[src/rtl/arith_share_pkg.sv]
//------------------------------------------------------------------------------
// Module  : arith_share_pkg
// Brief   : Shared types and constants for the arith_share_arb slice.
// Rev     : 1.0  initial release
//------------------------------------------------------------------------------
`default_nettype none

package arith_share_pkg;

   typedef enum logic [1:0] {
      IDLE  = 2'd0,
      ISSUE = 2'd1,
      RESP  = 2'd2
   } arb_state_e;

   localparam int STAT_W = 32;

endpackage

`default_nettype wire

[src/rtl/arith_share_rr_picker.sv]
//------------------------------------------------------------------------------
// Module  : arith_share_rr_picker
// Brief   : Combinational round-robin pick: first valid index at or after rr_ptr.
// Rev     : 1.0  initial release
//------------------------------------------------------------------------------
`default_nettype none

module arith_share_rr_picker
   import arith_share_pkg::*;
#(
   parameter  int NUM_REQ = 4,
   localparam int ID_W    = $clog2(NUM_REQ)
) (
   input  logic [NUM_REQ-1:0] req_valid,
   input  logic [ID_W-1:0]    rr_ptr,
   output logic               any,
   output logic [ID_W-1:0]    win_idx
);

   localparam logic [ID_W:0] NUM_REQ_W = (ID_W+1)'(NUM_REQ);

   logic [ID_W:0] w_idx [NUM_REQ];

   // Candidate index for each offset from the pointer, wrapped into range.
   always_comb begin
      for (int k = 0; k < NUM_REQ; k++) begin
         w_idx[k] = {1'b0, rr_ptr} + (ID_W+1)'(k);
         if (w_idx[k] >= NUM_REQ_W) begin
            w_idx[k] = w_idx[k] - NUM_REQ_W;
         end
      end
   end

   // Walk offsets from farthest to nearest so the nearest valid one wins.
   always_comb begin
      any     = 1'b0;
      win_idx = '0;
      for (int k = NUM_REQ-1; k >= 0; k--) begin
         if (req_valid[w_idx[k][ID_W-1:0]]) begin
            any     = 1'b1;
            win_idx = w_idx[k][ID_W-1:0];
         end
      end
   end

endmodule

`default_nettype wire

[src/rtl/arith_share_arb.sv]
//------------------------------------------------------------------------------
// Module  : arith_share_arb
// Brief   : Round-robin sharing of one binary arith unit among NUM_REQ requesters,
//           one transaction in flight. Optional grant counters: ARITH_SHARE_ARB_STATS_EN.
// Rev     : 1.0  initial release
//------------------------------------------------------------------------------
`default_nettype none

module arith_share_arb
   import arith_share_pkg::*;
#(
   parameter  int WIDTH   = 32,
   parameter  int NUM_REQ = 4,
   localparam int ID_W    = $clog2(NUM_REQ)
) (
   input  logic                     clk,
   input  logic                     rst,
   input  logic [NUM_REQ-1:0]       req_valid,
   output logic [NUM_REQ-1:0]       req_ready,
   input  logic [NUM_REQ*WIDTH-1:0] req_a_data,
   input  logic [NUM_REQ*WIDTH-1:0] req_b_data,
   output logic                     op_a_valid,
   input  logic                     op_a_ready,
   output logic [WIDTH-1:0]         op_a_data,
   output logic                     op_b_valid,
   input  logic                     op_b_ready,
   output logic [WIDTH-1:0]         op_b_data,
   input  logic                     op_result_valid,
   output logic                     op_result_ready,
   input  logic [WIDTH-1:0]         op_result_data,
   output logic [NUM_REQ-1:0]       resp_valid,
   input  logic [NUM_REQ-1:0]       resp_ready,
`ifdef ARITH_SHARE_ARB_STATS_EN
   output logic [NUM_REQ*STAT_W-1:0] stat_grants,
`endif
   output logic [WIDTH-1:0]         resp_data
);

   arb_state_e          r_state;
   logic [ID_W-1:0]     r_rr_ptr;
   logic [ID_W-1:0]     r_win;
   logic [WIDTH-1:0]    r_a;
   logic [WIDTH-1:0]    r_b;
   logic [WIDTH-1:0]    r_res;
   logic                r_op_a_valid;
   logic                r_op_b_valid;
   logic                r_res_ready;
   logic [NUM_REQ-1:0]  r_resp_valid;

   logic                w_any;
   logic [ID_W-1:0]     w_win;
   logic                w_accept;

   arith_share_rr_picker #(
      .NUM_REQ (NUM_REQ)
   ) u_picker (
      .req_valid (req_valid),
      .rr_ptr    (r_rr_ptr),
      .any       (w_any),
      .win_idx   (w_win)
   );

   assign w_accept = (r_state == IDLE) && w_any;

   // The grant is the only combinational output: a requester sees ready in
   // the same cycle it is selected.
   always_comb begin
      req_ready = '0;
      if (w_accept) begin
         req_ready[w_win] = 1'b1;
      end
   end

   assign op_a_valid      = r_op_a_valid;
   assign op_b_valid      = r_op_b_valid;
   assign op_a_data       = r_a;
   assign op_b_data       = r_b;
   assign op_result_ready = r_res_ready;
   assign resp_valid      = r_resp_valid;
   assign resp_data       = r_res;

   always_ff @(posedge clk) begin
      if (rst) begin
         r_state      <= IDLE;
         r_rr_ptr     <= '0;
         r_win        <= '0;
         r_a          <= '0;
         r_b          <= '0;
         r_res        <= '0;
         r_op_a_valid <= 1'b0;
         r_op_b_valid <= 1'b0;
         r_res_ready  <= 1'b0;
         r_resp_valid <= '0;
      end else begin
         case (r_state)
            IDLE: begin
               if (w_any) begin
                  r_win        <= w_win;
                  r_a          <= req_a_data[w_win*WIDTH +: WIDTH];
                  r_b          <= req_b_data[w_win*WIDTH +: WIDTH];
                  r_op_a_valid <= 1'b1;
                  r_op_b_valid <= 1'b1;
                  r_res_ready  <= 1'b1;
                  r_state      <= ISSUE;
               end
            end
            ISSUE: begin
               if (r_op_a_valid && op_a_ready) begin
                  r_op_a_valid <= 1'b0;
               end
               if (r_op_b_valid && op_b_ready) begin
                  r_op_b_valid <= 1'b0;
               end
               // An early result still ends the transaction; pending operands are abandoned.
               if (op_result_valid) begin
                  r_res               <= op_result_data;
                  r_op_a_valid        <= 1'b0;
                  r_op_b_valid        <= 1'b0;
                  r_res_ready         <= 1'b0;
                  r_resp_valid        <= '0;
                  r_resp_valid[r_win] <= 1'b1;
                  r_state             <= RESP;
               end
            end
            RESP: begin
               if (resp_ready[r_win]) begin
                  r_resp_valid <= '0;
                  r_rr_ptr     <= (r_win == ID_W'(NUM_REQ-1)) ? '0 : r_win + 1'b1;
                  r_state      <= IDLE;
               end
            end
            default: begin
               r_state <= IDLE;
            end
         endcase
      end
   end

`ifdef ARITH_SHARE_ARB_STATS_EN
   logic [STAT_W-1:0] r_grant_cnt [NUM_REQ];

   for (genvar gi = 0; gi < NUM_REQ; gi++) begin : g_stats
      always_ff @(posedge clk) begin
         if (rst) begin
            r_grant_cnt[gi] <= '0;
         end else if (req_ready[gi] && (r_grant_cnt[gi] != {STAT_W{1'b1}})) begin
            r_grant_cnt[gi] <= r_grant_cnt[gi] + 1'b1;
         end
      end
      assign stat_grants[gi*STAT_W +: STAT_W] = r_grant_cnt[gi];
   end : g_stats
`endif

endmodule

`default_nettype wire

[config.mk]
export PLATFORM = sky130hd
export DESIGN_NAME = arith_share_arb
export DESIGN_NICKNAME = d
export VERILOG_FILES = /design/src/rtl/arith_share_pkg.sv /design/src/rtl/arith_share_rr_picker.sv /design/src/rtl/arith_share_arb.sv
export SDC_FILE = /design/constraint.sdc
export NUM_CORES = 1
export LEC_CHECK = 0
export ABC_AREA = 1
export BUFFER_PORTS_ARGS = -buffer_cell sky130_fd_sc_hd__buf_2
export CAP_MARGIN = 15
export CORE_AREA = 2 2 161 163
export CTS_CLUSTER_SIZE = 10
export DETAILED_ROUTE_END_ITERATION = 8
export DIE_AREA = 0 0 163 165
export GPL_TIMING_DRIVEN = 0
export PLACE_DENSITY = 0.52
export SLEW_MARGIN = 20
export SYNTH_ARGS = -nofsm -noshare
export SYNTH_HDL_FRONTEND = slang
export SYNTH_SLANG_ARGS = --single-unit
[constraint.sdc]
create_clock -name clk -period 4.1 [get_ports clk]
set_input_delay 0.82 -clock clk [delete_from_list [all_inputs] [get_ports clk]]
set_output_delay 0.82 -clock clk [all_outputs]
set_load 0.02 [all_outputs]
==> results.md <==
* Root Buffer Master: clkbuf_16
* Final Cell Area at 9880 um^2
* Global-route wire length before repair at 44600 um
* Mapped Area at 7090 um^2
* Routed vias at between 9000 and 10000
* Cell type with the largest total area after synthesis: dfxtp_1
* DRC at 0
* Hold-fix buffers at CTS at 0
* Post-Synth Adder-Cell Area at 0.00706
* H-Tree Depth at 3
* Worst VDD drop at 0.000215 V
* Critical path capture point type: primary output
* Async SR Flop Fraction at 0
* Post-cts repair resize count at 0
* Flops & latches, synth at between 100 and 150
* CP required at 3.28 ns
* Die Width at about 160 um
* Yosys warnings at 0
* CP arrival at 2.55 ns
* Core area at about 25000 um^2
* Sum Neg Setup Slack at 0 ns
* Synth top area share at 0.308
* Mux contribution to synthesized area at 0
* Max layer used: met4
* Synth Area in Compound Gates at 0.0378
* Main synth FF type: dfxtp_1
* Nets at approximately 2000
* Global route overflow at 0
* Seq/Total Area, Yosys at 0.308
* Vias in the first global route at between 8000 and 9000
* Largest family of logic cells by synthesized area: simple AND/OR/NAND/NOR gates
* Global-route usage over all layers at 0.216
* DRT met1 WL at between 10000 and 15000 um
* Post-Synth Simple-Gate Area at 0.479
* Pre-CTS setup slack at approximately 0.72 ns
* Crit path launch type: flip-flop
* Cells after synthesis at between 1000 and 1500
* GP Congestion at roughly 0.9
* Post-route clock period utilization at 0.823
* WS Path Type: reg -> out
* First-iteration detailed-routing DRC count at a little under 500
* Status: completed
* Setup Fix Bufs, Post-CTS at 0
* Syn_area_per_cell at ~5.6 um^2
* Clock buffer count from CTS at 9
* Clk sink count at approximately 110
* Worst Hold Class: reg -> reg
* Io pins at about 400
* Rows at between 50 and 60
* WHS at 0.461 ns
* Crit path max fanout at 10
* FILL cells at around 3000
* Pin count of the biggest net entering global routing at 25
* Share of cells above drive strength 1 at 0.284
* Fmax at 297 MHz
* Clock Latency Late Sink at 0.37 ns
* Leakage at 5.95 nW
* Unrepaired setup endpoints after global routing: false
* Area Growth Syn to Fin at 39.3%
* Clk_skew at about 0.019 ns
* Detailed Route WL at 30300 um
* Antenna violations before repair at 2
* Final setup fails at 0
* Unique cell type count in the Yosys netlist at 25
* Met2 routed WL at 14700 um
* Top-count cell post-synth: nand2_1
* Initial Util at 0.283
* Dpl hpwl at 25000 um
* Hold Violations, Final at 0
* Top cells by count, synth: nand2_1, nand3_1, nor2_1
* Pins Over Slew Limit at 0
* Syn nets at between 1500 and 2000
* Number of enable flip-flop cells after synthesis at 0
* Drt pass-1 iters at 4
* Least-Margin Pin Slew at 0.709 ns
* CTS tree: yes
* Post-route minimum period at 3.37 ns
* Die ar. at 26900 um^2
* Avg WL per Cell at about 15 um
* Synth area leaders: dfxtp_1, nand2_1, nand3_1
* Final worst slack at a little over 0.7 ns
* Power per cell area at between 400 and 500 nW/um^2
* DR vias/cell at between 4 and 5
* Area post-placement at about 9500 um^2
* Clk pin slew, worst setup/hold paths at around 0.1 ns
* Port buffer count at 406
* Synth Area in XOR/XNOR at 0
* Clock buffer depth at 2
* ANT nets after route at 0
* Die Y at ~170 um
* Met3 WL at 2300 um
* Max Cap Viol at 0
* Slew HR at 0.527
metal layers:
| layer | global-route usage | vias up |
|---|---|---|
| li1 | - | 4700 |
| met1 | 0.261 | 3917 |
| met2 | 0.383 | 358 |
| met3 | 0.0407 | 30 |
| met4 | 0.0728 | 0 |
| met5 | 0 | - |
final timing paths:
check	start	endpoint	slack, ns	cells past startpoint
setup / recovery	r_rr_ptr[0]$_SDFFE_PP0P_	req_ready[0]	0.73	15
hold reg to reg	resp_data[22]$_SDFFE_PP0P_	resp_data[22]$_SDFFE_PP0P_	0.46	2
hold / removal	resp_data[22]$_SDFFE_PP0P_	resp_data[22]$_SDFFE_PP0P_	0.46	2
setup reg to reg	r_rr_ptr[0]$_SDFFE_PP0P_	op_a_data[29]$_SDFFE_PP0P_	1.51	17
worst max-delay path: stages (launching register included):
cell	delay [ns]
dfxtp_1	0.47
inv_2	0.13
nand2_1	0.08
nand2_1	0.07
nand2_1	0.09
nand2_1	0.10
inv_2	0.07
nand2_1	0.04
nand2_1	0.05
nand2_1	0.18
nand2_2	0.16
inv_2	0.06
buf_6	0.14
buf_2	0.19
nor3_1	0.17
buf_2	0.19
where the power goes:
| part | switching, mW | leakage [nW] | internal [mW] |
|---|---|---|---|
| Combinational | 1.17 | 4.89 | 0.607 |
| Sequential | 0.0915 | 0.900 | 1.22 |
| Clock | 0.505 | 0.158 | 0.455 |
| Total | 1.77 | 5.95 | 2.28 |
sequential cells by signal (all words and copies together) (netlist names):
name             flops
op_a_valid           1
r_win                2
r_rr_ptr             2
resp_data           32
op_b_valid           1
r_state              2
resp_valid           4
op_a_data           32
op_result_ready      1
op_b_data           32
through the flow:
stage | util | power [mW] | cells
after floorplan | - | 2.45 | 1273
after global placement | 0.381 | 3.13 | 2009
after detailed placement | 0.381 | 3.13 | 2009
after CTS | 0.394 | 4.10 | 2025
after global routing | 0.394 | 4.35 | 2026
final | 0.394 | 4.05 | 2029
final cells by class:
type	count	area, um^2	area share
Multi-Input combinational cell	869	3710	0.376
Sequential cell	109	2180	0.221
Timing Repair Buffer	406	2030	0.206
Inverter	213	800	0.0810
Tap cell	330	413	0.0418
Buffer	82	397	0.0402
Clock buffer	9	225	0.0228
Clock inverter	7	104	0.0105
Antenna cell	4	10.0	0.00101
cells by family (layout without fill, tap and decap cells):
kind of cell | after synthesis | in the layout
and+or+nand+nor | 815 | 815
AOI/OAI and AO/OA | 50 | 50
other | 0 | 4
adders and majority gates | 4 | 4
buffers and inverters | 295 | 717
DFF | 109 | 109
cell usage in the layout, fill, tap and decap left out:
cell type  netlist  routed
a211oi_1         4       4
a21oi_1         40      40
buf_1            7       7
buf_2           41     447
buf_4            4       4
buf_6            3       3
clkbuf_1        27      27
clkbuf_16        0       9
clkinv_8         0       3
dfxtp_1        109     109
diode_2          0       4
ha_1             4       4
inv_1          207     207
inv_12           0       2
inv_2            6       6
inv_8            0       2
nand2_1        327     327
nand2_2          2       2
nand2_4          1       1
nand3_1        242     242
nand3b_1         1       1
nand4_1          1       1
nor2_1         235     235
nor2_2           1       1
nor2_4           1       1
nor3_1           4       4
o21ai_0          3       3
o21ai_1          1       1
o21ai_2          1       1
o22a_1           1       1
No activity file was read; power rests on OpenSTA's default activity.
